### src/rtl/multicycle_controller.sv
// Multicycle ARM-subset control unit: walks each instruction through fetch, decode,
// execute, memory and writeback, and owns the NZCV register and condition checks.
module multicycle_controller #(
    parameter logic [3:0] RESET_STATE = 4'd0
) (
    input  logic        clk,
    input  logic        rst,
    input  logic [19:0] Instr,
    input  logic [3:0]  ALUFlags,
    input  logic        MemReady,
    output logic        PCWrite,
    output logic        AdrSrc,
    output logic        MemWrite,
    output logic        IRWrite,
    output logic [1:0]  ResultSrc,
    output logic        ALUSrcA,
    output logic [1:0]  ALUSrcB,
    output logic [1:0]  ALUControl,
    output logic        RegWrite,
    output logic [1:0]  ImmSrc,
    output logic [1:0]  RegSrc,
    output logic [3:0]  State
);
    typedef enum logic [3:0] {
        FETCH    = 4'd0,
        DECODE   = 4'd1,
        MEMADR   = 4'd2,
        MEMREAD  = 4'd3,
        MEMWB    = 4'd4,
        MEMWRITE = 4'd5,
        EXECUTER = 4'd6,
        EXECUTEI = 4'd7,
        ALUWB    = 4'd8,
        BRANCH   = 4'd9
    } state_t;

    state_t     state, state_next;
    logic [3:0] flags;
    logic       cond_ok_exec;

    logic [3:0] cond, rd, cmd;
    logic [1:0] op;
    logic [5:0] funct;
    logic       unused_rn;

    assign cond  = Instr[19:16];
    assign op    = Instr[15:14];
    assign funct = Instr[13:8];
    assign rd    = Instr[3:0];
    assign cmd   = funct[4:1];
    // Rn only steers the register file read port in the datapath.
    assign unused_rn = ^Instr[7:4];

    function automatic logic cond_check(input logic [3:0] c, input logic [3:0] f);
        logic n, z, cy, v;
        {n, z, cy, v} = f;
        case (c)
            4'h0:    cond_check = z;
            4'h1:    cond_check = !z;
            4'h2:    cond_check = cy;
            4'h3:    cond_check = !cy;
            4'h4:    cond_check = n;
            4'h5:    cond_check = !n;
            4'h6:    cond_check = v;
            4'h7:    cond_check = !v;
            4'h8:    cond_check = cy && !z;
            4'h9:    cond_check = !cy || z;
            4'hA:    cond_check = (n == v);
            4'hB:    cond_check = (n != v);
            4'hC:    cond_check = !z && (n == v);
            4'hD:    cond_check = z || (n != v);
            4'hE:    cond_check = 1'b1;
            default: cond_check = 1'b0;
        endcase
    endfunction

    logic       cond_ex, is_add, is_sub, is_and, is_orr, is_cmp, supported, wb_en;
    logic [1:0] alu_ctrl, flag_w;

    always_comb begin
        is_add    = (cmd == 4'b0100);
        is_sub    = (cmd == 4'b0010);
        is_and    = (cmd == 4'b0000);
        is_orr    = (cmd == 4'b1100);
        is_cmp    = (cmd == 4'b1010);
        supported = is_add || is_sub || is_and || is_orr || is_cmp;
        alu_ctrl  = 2'b00;
        if (is_sub || is_cmp)
            alu_ctrl = 2'b01;
        else if (is_and)
            alu_ctrl = 2'b10;
        else if (is_orr)
            alu_ctrl = 2'b11;
        flag_w = 2'b00;
        if (is_cmp)
            flag_w = 2'b11;
        else if (supported)
            flag_w = {funct[0], funct[0] && (is_add || is_sub)};
    end

    assign cond_ex = cond_check(cond, flags);
    // Writeback uses the verdict taken before this instruction's own flag update.
    assign wb_en   = cond_ok_exec && supported && !is_cmp;

    always_ff @(posedge clk or posedge rst) begin
        if (rst) begin
            state        <= state_t'(RESET_STATE);
            flags        <= 4'b0000;
            cond_ok_exec <= 1'b0;
        end else begin
            state <= state_next;
            if (state == EXECUTER || state == EXECUTEI) begin
                cond_ok_exec <= cond_ex;
                if (cond_ex && flag_w[1])
                    flags[3:2] <= ALUFlags[3:2];
                if (cond_ex && flag_w[0])
                    flags[1:0] <= ALUFlags[1:0];
            end
        end
    end

    always_comb begin
        state_next = FETCH;
        PCWrite    = 1'b0;
        AdrSrc     = 1'b0;
        MemWrite   = 1'b0;
        IRWrite    = 1'b0;
        ResultSrc  = 2'b00;
        ALUSrcA    = 1'b0;
        ALUSrcB    = 2'b00;
        ALUControl = 2'b00;
        RegWrite   = 1'b0;
        case (state)
            FETCH: begin
                ALUSrcA    = 1'b1;
                ALUSrcB    = 2'b10;
                ResultSrc  = 2'b10;
                IRWrite    = MemReady;
                PCWrite    = MemReady;
                state_next = MemReady ? DECODE : FETCH;
            end
            DECODE: begin
                ALUSrcA   = 1'b1;
                ALUSrcB   = 2'b10;
                ResultSrc = 2'b10;
                case (op)
                    2'b01:   state_next = MEMADR;
                    2'b00:   state_next = funct[5] ? EXECUTEI : EXECUTER;
                    2'b10:   state_next = BRANCH;
                    default: state_next = FETCH;
                endcase
            end
            MEMADR: begin
                ALUSrcB    = 2'b01;
                state_next = funct[0] ? MEMREAD : MEMWRITE;
            end
            MEMREAD: begin
                AdrSrc     = 1'b1;
                state_next = MemReady ? MEMWB : MEMREAD;
            end
            MEMWB: begin
                ResultSrc = 2'b01;
                if (rd == 4'hF)
                    PCWrite = cond_ex;
                else
                    RegWrite = cond_ex;
            end
            MEMWRITE: begin
                AdrSrc     = 1'b1;
                MemWrite   = cond_ex;
                state_next = (!cond_ex || MemReady) ? FETCH : MEMWRITE;
            end
            EXECUTER: begin
                ALUControl = alu_ctrl;
                state_next = ALUWB;
            end
            EXECUTEI: begin
                ALUSrcB    = 2'b01;
                ALUControl = alu_ctrl;
                state_next = ALUWB;
            end
            ALUWB: begin
                if (rd == 4'hF)
                    PCWrite = wb_en;
                else
                    RegWrite = wb_en;
            end
            BRANCH: begin
                ALUSrcB   = 2'b01;
                ResultSrc = 2'b10;
                PCWrite   = cond_ex;
            end
            default: state_next = FETCH;
        endcase
        if (rst) begin
            PCWrite  = 1'b0;
            IRWrite  = 1'b0;
            MemWrite = 1'b0;
            RegWrite = 1'b0;
        end
    end

    assign State  = state;
    assign ImmSrc = op;
    assign RegSrc = {(op == 2'b01) && !funct[0], (op == 2'b10)};
endmodule

### config.mk
export PLATFORM = sky130hd
export DESIGN_NAME = multicycle_controller
export DESIGN_NICKNAME = d
export VERILOG_FILES = /design/src/rtl/multicycle_controller.sv
export SDC_FILE = /design/constraint.sdc
export NUM_CORES = 1
export LEC_CHECK = 0
export CAP_MARGIN = 20
export CORE_MARGIN = 2
export CORE_UTILIZATION = 42
export CTS_BUF_LIST = sky130_fd_sc_hd__clkbuf_4 sky130_fd_sc_hd__clkbuf_8 sky130_fd_sc_hd__clkbuf_16
export CTS_CLUSTER_SIZE = 14
export DETAILED_ROUTE_END_ITERATION = 8
export MAX_ROUTING_LAYER = met4
export PLACE_DENSITY = 0.93
export SLEW_MARGIN = 25
export SYNTH_ARGS = -nofsm -noshare
export SYNTH_HDL_FRONTEND = slang
export SYNTH_SLANG_ARGS = --single-unit
### constraint.sdc
create_clock -name clk -period 5.7 [get_ports clk]
set_input_delay 0.855 -clock clk [delete_from_list [all_inputs] [get_ports clk]]
set_output_delay 0.855 -clock clk [all_outputs]
set_load 0.01 [all_outputs]
Word-level counts from Yosys, hierarchy flattened
Index checks and enable logic that the tools add are counted.
- bits in registers: 9
- input bits: 27
- output and inout port bits: 20
- logic and storage cells: 101
- eq/ne operators: 32
- multiplexer cells: 30
- reduce and logical (&&, ||, !) cells: 35
- operators by type and width (kind ; number):
    $eq 4x4->1 const B ; 12
    $eq 4x3->1 const B ; 9
    $pmux 4 s6 ; 1
    $eq 4x2->1 const B ; 5
    $pmux 1 s15 ; 1
    $mux 1 ; 14
    $logic_not 4->1 ; 3
    $mux 2 ; 6
    $pmux 4 s3 ; 1
    $logic_or 1x1->1 ; 9
    $mux 3 ; 3
    $eq 4x1->1 const B ; 2
    $logic_and 1x1->1 ; 8
    $pmux 2 s2 ; 2
    $logic_not 1->1 ; 7
    $reduce_or 2->1 ; 3
    $reduce_or 3->1 ; 2
    $pmux 1 s4 ; 1
    $reduce_and 2->1 ; 2
    $eq 2x1->1 const B ; 1
    $eq 2x2->1 const B ; 1
    $logic_not 2->1 ; 1
    $pmux 1 s2 ; 1
    $eq 1x1->1 ; 1
    $ne 1x1->1 ; 1

Logic depth before layout (Yosys ltp)
Gate-level depths: netlist of the first run.
- word-level depth: 10
- mapped depth: 7
- gate-level depth less buffers: 6

Least setup slack after synthesis of the first run
No wires, ideal clock.
- path kind: input -> output
- from: input port Instr[16]
- to: output port RegWrite
- data arrival time: 2144 ps
- data required time: 4845 ps
- slack: 2701 ps
- stages on the path: 6
- path buffers: 1
- cell sequence: buf_6 xor2_1 o21a_1 a22o_2 a311oi_4 o21ai_0
- longest elaborated chain between the ends: 5
- elaborated cells between the ends (all ways): 19
- classes of those cells: eq/ne (14); mux (4); reduce/logical (1)
- ends and longest elaborated chain (element ; RTL line ; text):
    start, declared ; 8 ; input logic [19:0] Instr,
    $eq 4x4->1, or another cell as far along ; 57 ; case (c)
    $pmux 1 s15 (*) ; 57 ;
    $mux 1 (*) ; 163 ; if (rd == 4'hF)
    $pmux 1 s2 (*) ; 133 ; case (state)
    $mux 1 (*) ; 195 ; if (rst) begin
    end, declared ; 19 ; output logic RegWrite,
Every way passes the cells marked *; elsewhere a longest branch is shown, timed or not.

Worst setup path in the final report of the first run
Same ends and word-level chain as after synthesis.

==> results of run 1 <==
per-stage QoR:
stage | instances | util (%) | area (µm²) | power (mW)
2_1_floorplan | 115 | - | 912 | 0.283
3_3_place_gp | 176 | 65.9 | 1320 | 0.409
3_5_place_dp | 176 | 65.9 | 1320 | 0.413
4_1_cts | 180 | 67.4 | 1350 | 0.468
5_1_grt | 180 | 67.4 | 1350 | 0.499
6_report | 180 | 67.4 | 1350 | 0.470
logic make-up (layout without fill, tap and decap cells):
family | after synthesis | count (layout) | synth area share, %
simple gates | 52 | 52 | 30.6
compound gates | 30 | 30 | 25.7
buf+inv | 13 | 51 | 7.13
flops | 9 | 9 | 24.7
mux | 6 | 6 | 7.13
xor+xnor | 5 | 5 | 4.80
flip-flops by register name, indices dropped and copies added, names as in the netlist:
register / cells
cond_ok_exec: 1
flags: 4
State: 4
how the worst max path moves through the flow:
stage          startpoint       end  slack, ns
2_1_floorplan   Instr[16]  RegWrite       2.70
3_3_place_gp    Instr[16]  RegWrite       1.63
3_5_place_dp    Instr[16]  RegWrite       1.63
4_1_cts         Instr[16]  RegWrite       1.62
5_1_grt         Instr[16]  RegWrite       1.48
6_report        Instr[16]  RegWrite       1.63
critical path: stages:
cell	delay (ns)
clkdlybuf4s50_1	0.57
xor2_1	0.25
o21a_1	0.20
a22o_2	0.27
a311oi_4	0.41
o21ai_0	0.15
clkdlybuf4s50_1	0.49
layout make-up:
type	count	share of cell area (%)
clock buffers	4	2.22
multi-input cells	93	46.1
repair buffers	42	31.1
well taps	27	2.50
inverters	5	1.39
flip-flops and latches	9	16.7
routing by layer:
| layer | part of all wire (%) | up-vias | global-route usage (%) |
|---|---|---|---|
| li1 | - | 498 | - |
| met1 | 42 | 479 | 23.6 |
| met2 | 49 | 51 | 36.8 |
| met3 | 7.8 | 4 | 3.27 |
| met4 | 1.8 | 0 | 7.66 |
| met5 | 0 | - | - |
power groups by stage:
stage                     clock, mW  sequential (mW)  combinational, mW
after floorplan                   0            0.113              0.170
after global placement            0            0.140              0.269
after detailed placement          0            0.140              0.273
after CTS                    0.0529            0.139              0.276
after global routing         0.0553            0.146              0.298
final                        0.0511            0.142              0.277
synth_stat cells (all sizes together):
cell type  instances  area share [%]
o211ai             1             1.4
o41ai              1            0.96
a22o               2             2.1
nor3b              2             1.6
nand2b             6             4.1
nand3              5             2.7
mux2i              2             2.2
a311oi             1             2.9
o32ai              1             1.8
o22ai              1            0.69
o21ai              8             4.4
or2                2             1.4
inv                5             2.1
clkbuf             4             1.6
nor2               9             3.7
a22oi              1            0.82
mux2               4             4.9
o21a               2             1.6
dfrtp              9              25
o311ai             2             1.9
or3                3             2.1
nand2              8             3.3
nor2b              3             2.1
xnor2              2             1.9
a2bb2oi            1            0.96
nand4              1            0.69
nand3b             2             1.6
a21oi              5             2.7
and3               1            0.69
nor3               9             5.5
a21boi             1            0.82
xor2               3             2.9
o31ai              2             1.6
buf                4             3.4
a32oi              1            0.96
nor4bb             1             1.1
==> qor.txt, run 1 <==
Final Max Tran Viols: 0
register area share after synthesis: 24.7%
DR WL/cell: 13.8 µm
deepest clock path buffer count: 2
CTS Sinks: 9
number of synthesized register bits: 9
Gate power share: 58.9%
Leakage: 0.521 nW
die width: 50.6 µm
layout cell share with drive strength beyond 1: 7.19%
CTS tree: yes
type of the worst setup path: in2out
sequential power share: 30.2%
Critical R2R Capture: flags[2]
Multi-input gate area: 622 µm²
Die Ht: 50.6 µm
Clock power frac: 10.9%
RSZ-0062 raised after global routing: false
total global routing overflow: 0
measured slew at the worst slew-check pin: 0.499 ns
DR DRC count: 0
Layout Skew: 0.00333 ns
routed vias: 1,032
first-pass GRT wire length: 4.06 mm
core area: 2000 µm²
CP required: 4.85 ns
buffers added on ports: 42
setup TNS: 0 ns
Hold Crit Start: cond_ok_exec
maximum vdd drop: 228 µV
CTS Root Cell: clkbuf_4
post-CTS sizing: 0
Final nets: 181
highest clock rate: 246 MHz
pre-CTS setup slack: 1.63 ns
final worst-path setup slack: 1.63 ns
power per cell area: 348 nW/µm²
DP HPWL: 1.91 mm
setup bufs post-CTS: 0
Initial DRC Count: 40
commonest non-fill, non-tap cells in the layout: 42 x clkdlybuf4s50_1, 9 x dfrtp_1, 9 x nor2_1
TritonCTS buffer count: 3
Hold Path Class: reg2reg
Clock Latency Late Sink: 0.25 ns
flop-to-flop setup slack: 3.56 ns
post-route ant nets: 0
GPL Wtd Cong: 0.898
Worst R2R Start: flags[0]
row cnt: 16
Seq. cell area: 225 µm²
CP Launch Type: input pin
Final Hold Fails: 0
initial antenna violation count: 0
CP arrival: 3.21 ns
Pre-antenna DRT Iters: 4
hold slack: 0.495 ns
fin crit period: 4.07 ns
hold path depth: 2
largest net degree at the start of global routing: 18
WL final: 2.49 mm
Rel. slew slack: 66.7%
warning count from the yosys run: 0
Post-Syn Area: 912 µm²
Final Setup Violations: 0
status: finished, final reports clean
syn avg cell area: 7.93 µm²
CP Capture Type: output pin
Fill cells: 159
Total Routing Usage GR: 20.8%
P_sw: 197 µW
vias in the first global route: 979
Diodes inserted: 0
net count after synthesis: 142
R2R depth: 6
H-Tree Depth: 1
Int Power: 273 µW
Top-Level Pins: 47
die area: 2560 µm²
Max Fanout on Critical Path: 9
Sw Ratio: 41.9%
vias per cell: 5.73
Post-Synthesis Cells: 115
# hold bufs at CTS: 0
starting density of the core: 45.6%
commonest non-fill, non-tap cell in the layout: clkdlybuf4s50_1
synthesis-to-finish area growth: 48.0%
post-synthesis cell type count: 40
hold path endpoint: cond_ok_exec
Worst-path clk slew: 0.06 ns
final period utilization: 71.3%
max cap viols: 0
Note: power is estimated with default switching activity, not from simulation.
==> inputs of run 2 (changes only) <==
CORE_UTILIZATION = 39   (was 42)
PLACE_DENSITY = 0.88   (was 0.93)
clock period = 4.11 ns   (was 5.7 ns; I/O delays follow)
==> run 2 against run 1 <==
- hold slack got worse by 0.0067 ns
- largest power group unchanged
- count of clock-buffer cells in the layout unchanged
- global-route usage decreased by 1.4 points
- first-iteration DRC count decreased by 30%
- critical path depth unchanged
- clock power increased by 37%
- sequential share of layout area about the same
- core utilization decreased by 6.4 points
- combinational power increased by 39%
- die area increased by 7.1%
- flip-flop and latch count unchanged
==> qor.txt, run 2 (synthesis gave the netlist of run 1 again) <==
post-route ant nets: 0 (unchanged)
Crit-path slowest cell: clkdlybuf4s50_1
Diodes inserted: 0 (unchanged)
post-route insts no fill: 181 (+0.56%)
# hold bufs at CTS: 0 (unchanged)
CP arrival: 3.00 ns (-0.21 ns)
synthesis-to-finish area growth: 48.1% (about the same)
crit path buf inv count: 2 (unchanged)
CP Capture Type: output pin
type of the worst setup path: in2out
maximum vdd drop: 367 µV (+61%)
vias in the first global route: 967 (-1.2%)
CP Cell Sequence: clkdlybuf4s50_1 > xor2_1 > o21a_1 > a22o_2 > a311oi_4 > o21ai_0 > clkdlybuf4s50_1
highest clock rate: 277 MHz
Critical R2R Capture: flags[2]
status: finished, final reports clean
R2R depth: 6 (unchanged)
Max Fanout on Critical Path: 9 (unchanged)
CTS Root Cell: clkbuf_4
Sw Ratio: 41.9% (+0.047 points)
GPL Wtd Cong: 0.858 (-4.5%)
CP endpoint: RegWrite
Global Route met1 Usage: 23.1% (-0.51 points)
largest net degree at the start of global routing: 18 (unchanged)
Worst R2R Start: flags[3]
deepest clock path buffer count: 2 (unchanged)
row cnt: 17 (+1)
Stages on worst setup path: 7 (unchanged)
Layout Skew: 0.00191 ns (-0.00141 ns)
final worst-path setup slack: 0.494 ns (-1.14 ns)
Clock Latency Late Sink: 0.25 ns (about the same)
Gate power share: 58.9% (about the same)
Final Setup Violations: 0 (unchanged)
Critical Path Source: Instr[16]
flop-to-flop setup slack: 1.94 ns (-1.62 ns)
DP HPWL: 1.97 mm (+3.1%)
met3 Use GR: 3.43% (+0.15 points)
Final Hold Fails: 0 (unchanged)
Placed Cells: 177 (+0.57%)
setup TNS: 0 ns (unchanged)
initial antenna violation count: 0 (unchanged)
DR WL/cell: 13.8 µm (-0.11%)
measured slew at the worst slew-check pin: 0.516 ns (+0.0175 ns)
DR DRC count: 0 (unchanged)
M2 GR Usage: 34.2% (-2.7 points)
post-CTS sizing: 0 (unchanged)
Worst-path clk slew: 0.06 ns (about the same)
die width: 52.4 µm (+3.5%)
pre-CTS setup slack: 0.497 ns (-1.14 ns)
die area: 2740 µm² (+7.1%)
CP required: 3.49 ns (-1.36 ns)
H-Tree Depth: 1 (unchanged)
commonest non-fill, non-tap cell in the layout: clkdlybuf4s50_1
Top-Level Pins: 47 (unchanged)
Initial DRC Count: 28 (-30%)
Pre-antenna DRT Iters: 4 (unchanged)
routed vias: 1,012 (-1.9%)
max cap viols: 0 (unchanged)
TritonCTS buffer count: 3 (unchanged)
layer with the highest usage: met2
layout cell share with drive strength beyond 1: 7.19% (unchanged)
final period utilization: 88.0%
CP dominant cell by count: clkdlybuf4s50_1
Worst path top cell family by delay: buffers and inverters
Final nets: 181 (unchanged)
CP Launch Type: input pin
setup bufs post-CTS: 0 (unchanged)
Design Power: 652 µW (+39%)
vias per cell: 5.59 (-2.5%)
sequential power share: 30.4% (+0.2 points)
starting density of the core: 41.2% (-4.3 points)
commonest non-fill, non-tap cells in the layout: 42 x clkdlybuf4s50_1, 9 x dfrtp_1, 9 x nor2_1
Die Ht: 52.4 µm (+3.5%)
Crit path largest cell delay: 0.57 ns (about the same)
Final Max Tran Viols: 0 (unchanged)
power per cell area: 482 nW/µm² (+39%)
WL final: 2.50 mm (+0.44%)
CTS Sinks: 9 (unchanged)
core area: 2210 µm² (+10%)
fin crit period: 3.62 ns
Total Routing Usage GR: 19.4% (-1.4 points)
first-pass GRT wire length: 4.01 mm (-1.4%)
Int Power: 378 µW (+39%)
Rel. slew slack: 65.6% (-1.2 points)
Hold Path Class: reg2reg
total global routing overflow: 0 (unchanged)
CTS tree: yes
Fill cells: 208 (+31%)
Clock power frac: 10.8% (about the same)
Leakage: 0.521 nW (unchanged)
fin util: 61.1% (-6.4 points)
buffers added on ports: 42 (unchanged)
RSZ-0062 raised after global routing: false
P_sw: 273 µW (+39%)
-- run 2: layout make-up --
cell class / count / area (µm²) / area share [%]
multi-input combinational: 93 / 622 / 46.0
timing repair buffer: 42 / 420 / 31.1
sequential: 9 / 225 / 16.7
tap: 28 / 35.0 / 2.59
clock buffer: 4 / 30.0 / 2.22
inverter: 5 / 18.8 / 1.39
-- run 2: worst reg2reg max path: stages, from the launching register on --
cell	delay [ns]
dfrtp_1	0.43
xnor2_1	0.22
mux2i_1	0.25
o211ai_2	0.12
a311oi_4	0.47
or3_1	0.23
mux2_1	0.33
-- run 2: worst min-delay path by stage --
stage                            start            to  slack (ns)  cells after the start
after detailed placement  cond_ok_exec  cond_ok_exec        0.48                      2
after global routing      cond_ok_exec  cond_ok_exec        0.53                      2
final                     cond_ok_exec  cond_ok_exec        0.49                      2
after CTS                 cond_ok_exec  cond_ok_exec        0.49                      2
after global placement    cond_ok_exec  cond_ok_exec        0.47                      2
after floorplan                    rst      State[0]        0.44                      1
-- run 2: per-stage QoR --
step | hold WS (ns) | cell area, µm²
final | 0.488 | 1350
after global routing | 0.525 | 1350
after CTS | 0.493 | 1350
after detailed placement | 0.476 | 1320
after global placement | 0.473 | 1320
after floorplan | 0.442 | 912
-- run 2: layer usage --
metal / vias up / share of wire, %
met5: - / 0
met4: 0 / 0
met3: 0 / 8.1
met2: 43 / 51
met1: 472 / 41
li1: 497 / -
-- run 2: power by group through the flow --
stage	Clock, mW	Combinational [mW]	Sequential [mW]
3_5_place_dp	0	0.383	0.197
5_1_grt	0.0772	0.414	0.204
2_1_floorplan	0	0.236	0.156
6_report	0.0702	0.384	0.198
4_1_cts	0.0722	0.386	0.196
3_3_place_gp	0	0.374	0.195
==> inputs of run 3 (changes only) <==
GPL_TIMING_DRIVEN = 1   (was unset)
PLACE_DENSITY = 0.79   (was 0.88)
==> run 3 against run 2 <==
- global-route usage grew 0.58 points
- clock skew shrank 0.00067 ns
- critical path depth is the same
- sequential share of layout area did not move
- register-to-register slack better by 0.02 ns
- die area is the same
- largest cell class unchanged
- highest routed layer is now met4
- hold slack lost 0.0055 ns
- clock power increased by 6.4%
- maximum frequency shrank 0.39%
- setup slack lost 0.014 ns
- core utilization is the same
- cell count did not move
==> qor.txt, run 3 (synthesis gave the netlist of run 1 again) <==
status: finished, final reports clean
layout cell share with drive strength beyond 1: 7.19% (unchanged)
power per cell area: 480 nW/µm² (-0.44%)
CP arrival: 3.01 ns (about the same)
CP Launch Type: input pin
Hold Crit Start: cond_ok_exec
M2 GR Usage: 34.2% (unchanged)
Worst R2R Start: flags[0]
pre-CTS setup slack: 0.495 ns (-0.00220 ns)
setup TNS: 0 ns (unchanged)
Max Fanout on Critical Path: 9 (unchanged)
Design Power: 649 µW (-0.44%)
post-route insts no fill: 181 (unchanged)
DR WL/cell: 13.0 µm (-5.7%)
total global routing overflow: 0 (unchanged)
Fill cells: 193 (-7.2%)
Final nets: 181 (unchanged)
CP Capture Type: output pin
commonest non-fill, non-tap cell in the layout: clkdlybuf4s50_1
starting density of the core: 41.2% (unchanged)
RSZ-0062 raised after global routing: false
Placed Cells: 177 (unchanged)
Die Ht: 52.4 µm (unchanged)
H-Tree Depth: 1 (unchanged)
Leakage: 0.521 nW (unchanged)
Final Setup Violations: 0 (unchanged)
hold slack: 0.482 ns (-0.00546 ns)
die area: 2740 µm² (unchanged)
largest net degree at the start of global routing: 18 (unchanged)
routed vias: 992 (-2.0%)
Initial DRC Count: 17 (-39%)
Rel. slew slack: 67.3% (+1.7 points)
DR DRC count: 0 (unchanged)
post-CTS sizing: 0 (unchanged)
row cnt: 17 (unchanged)
final period utilization: 88.3% (+0.35 points)
Hold Path Class: reg2reg
Final Max Tran Viols: 0 (unchanged)
Diodes inserted: 0 (unchanged)
Layout Skew: 0.00124 ns (-0.000671 ns)
DP HPWL: 1.85 mm (-6.4%)
highest clock rate: 275 MHz (-0.39%)
Clock Latency Late Sink: 0.26 ns (about the same)
met3 Use GR: 4.00% (+0.57 points)
layer with the highest usage: met2
flop-to-flop setup slack: 1.96 ns (+0.02 ns)
# hold bufs at CTS: 0 (unchanged)
fin crit period: 3.63 ns (+0.0142 ns)
CTS Root Cell: clkbuf_4
type of the worst setup path: in2out
WL final: 2.36 mm (-5.7%)
post-route ant nets: 0 (unchanged)
hold path depth: 2 (unchanged)
final worst-path setup slack: 0.480 ns (-0.0142 ns)
deepest clock path buffer count: 2 (unchanged)
vias in the first global route: 968 (+0.10%)
Global Route met1 Usage: 23.1% (+0.081 points)
Pre-antenna DRT Iters: 4 (unchanged)
commonest non-fill, non-tap cells in the layout: 42 x clkdlybuf4s50_1, 9 x dfrtp_1, 9 x nor2_1
TritonCTS buffer count: 3 (unchanged)
maximum vdd drop: 309 µV (-16%)
Worst-path clk slew: 0.06 ns (about the same)
fin util: 61.1% (unchanged)
GPL Wtd Cong: 0.813 (-5.2%)
max cap viols: 0 (unchanged)
Final Hold Fails: 0 (unchanged)
core area: 2210 µm² (unchanged)
finished layout cell area: 1350 µm² (unchanged)
R2R depth: 6 (unchanged)
vias per cell: 5.48 (-2.0%)
CP required: 3.49 ns (about the same)
synthesis-to-finish area growth: 48.1% (unchanged)
measured slew at the worst slew-check pin: 0.490 ns (-0.0259 ns)
buffers added on ports: 42 (unchanged)
Placed Area: 1320 µm² (unchanged)
Total Routing Usage GR: 19.9% (+0.58 points)
CTS Sinks: 9 (unchanged)
first-pass GRT wire length: 4.00 mm (-0.32%)
CTS tree: yes
Top-Level Pins: 47 (unchanged)
hold path endpoint: cond_ok_exec
Critical R2R Capture: flags[3]
die width: 52.4 µm (unchanged)
initial antenna violation count: 0 (unchanged)
setup bufs post-CTS: 0 (unchanged)
## run 3: cell counts in the layout (fill, tap and decap cells not counted)
Identical to the previous run, type by type.
## run 3: report_power, final
part           switching (mW)  internal, mW  leakage, nW  total, mW
sequential             0.0762         0.120        0.119      0.196
clock                  0.0307        0.0440       0.0184     0.0747
combinational           0.163         0.214        0.384      0.378
total                   0.270         0.379        0.521      0.649
## run 3: routing by layer
metal	part of all wire [%]	up-vias	wire length (µm)
li1	-	495	-
met1	46	459	1080
met2	47	34	1120
met3	5.3	4	125
met4	1.2	0	29
met5	0	-	0
## run 3: how the worst max path moves through the flow
stage	from	cells past startpoint	end	slack [ns]
2_1_floorplan	Instr[16]	6	RegWrite	1.59
3_3_place_gp	Instr[16]	7	RegWrite	0.52
3_5_place_dp	Instr[16]	7	RegWrite	0.50
4_1_cts	Instr[16]	7	RegWrite	0.49
5_1_grt	Instr[16]	7	RegWrite	0.38
6_report	Instr[16]	7	RegWrite	0.48
## run 3: final cells by class
cell class	count	area, µm²	share of cell area [%]
Inverter	5	18.8	1.39
Multi-Input combinational cell	93	622	46.0
Clock buffer	4	30.0	2.22
Timing Repair Buffer	42	420	31.1
Sequential cell	9	225	16.7
Tap cell	28	35.0	2.59
## run 3: worst max-delay path, cell delays in order
cell	delay [ns]
clkdlybuf4s50_1	0.58
xor2_1	0.25
o21a_1	0.21
a22o_2	0.28
a311oi_4	0.42
o21ai_0	0.16
clkdlybuf4s50_1	0.50
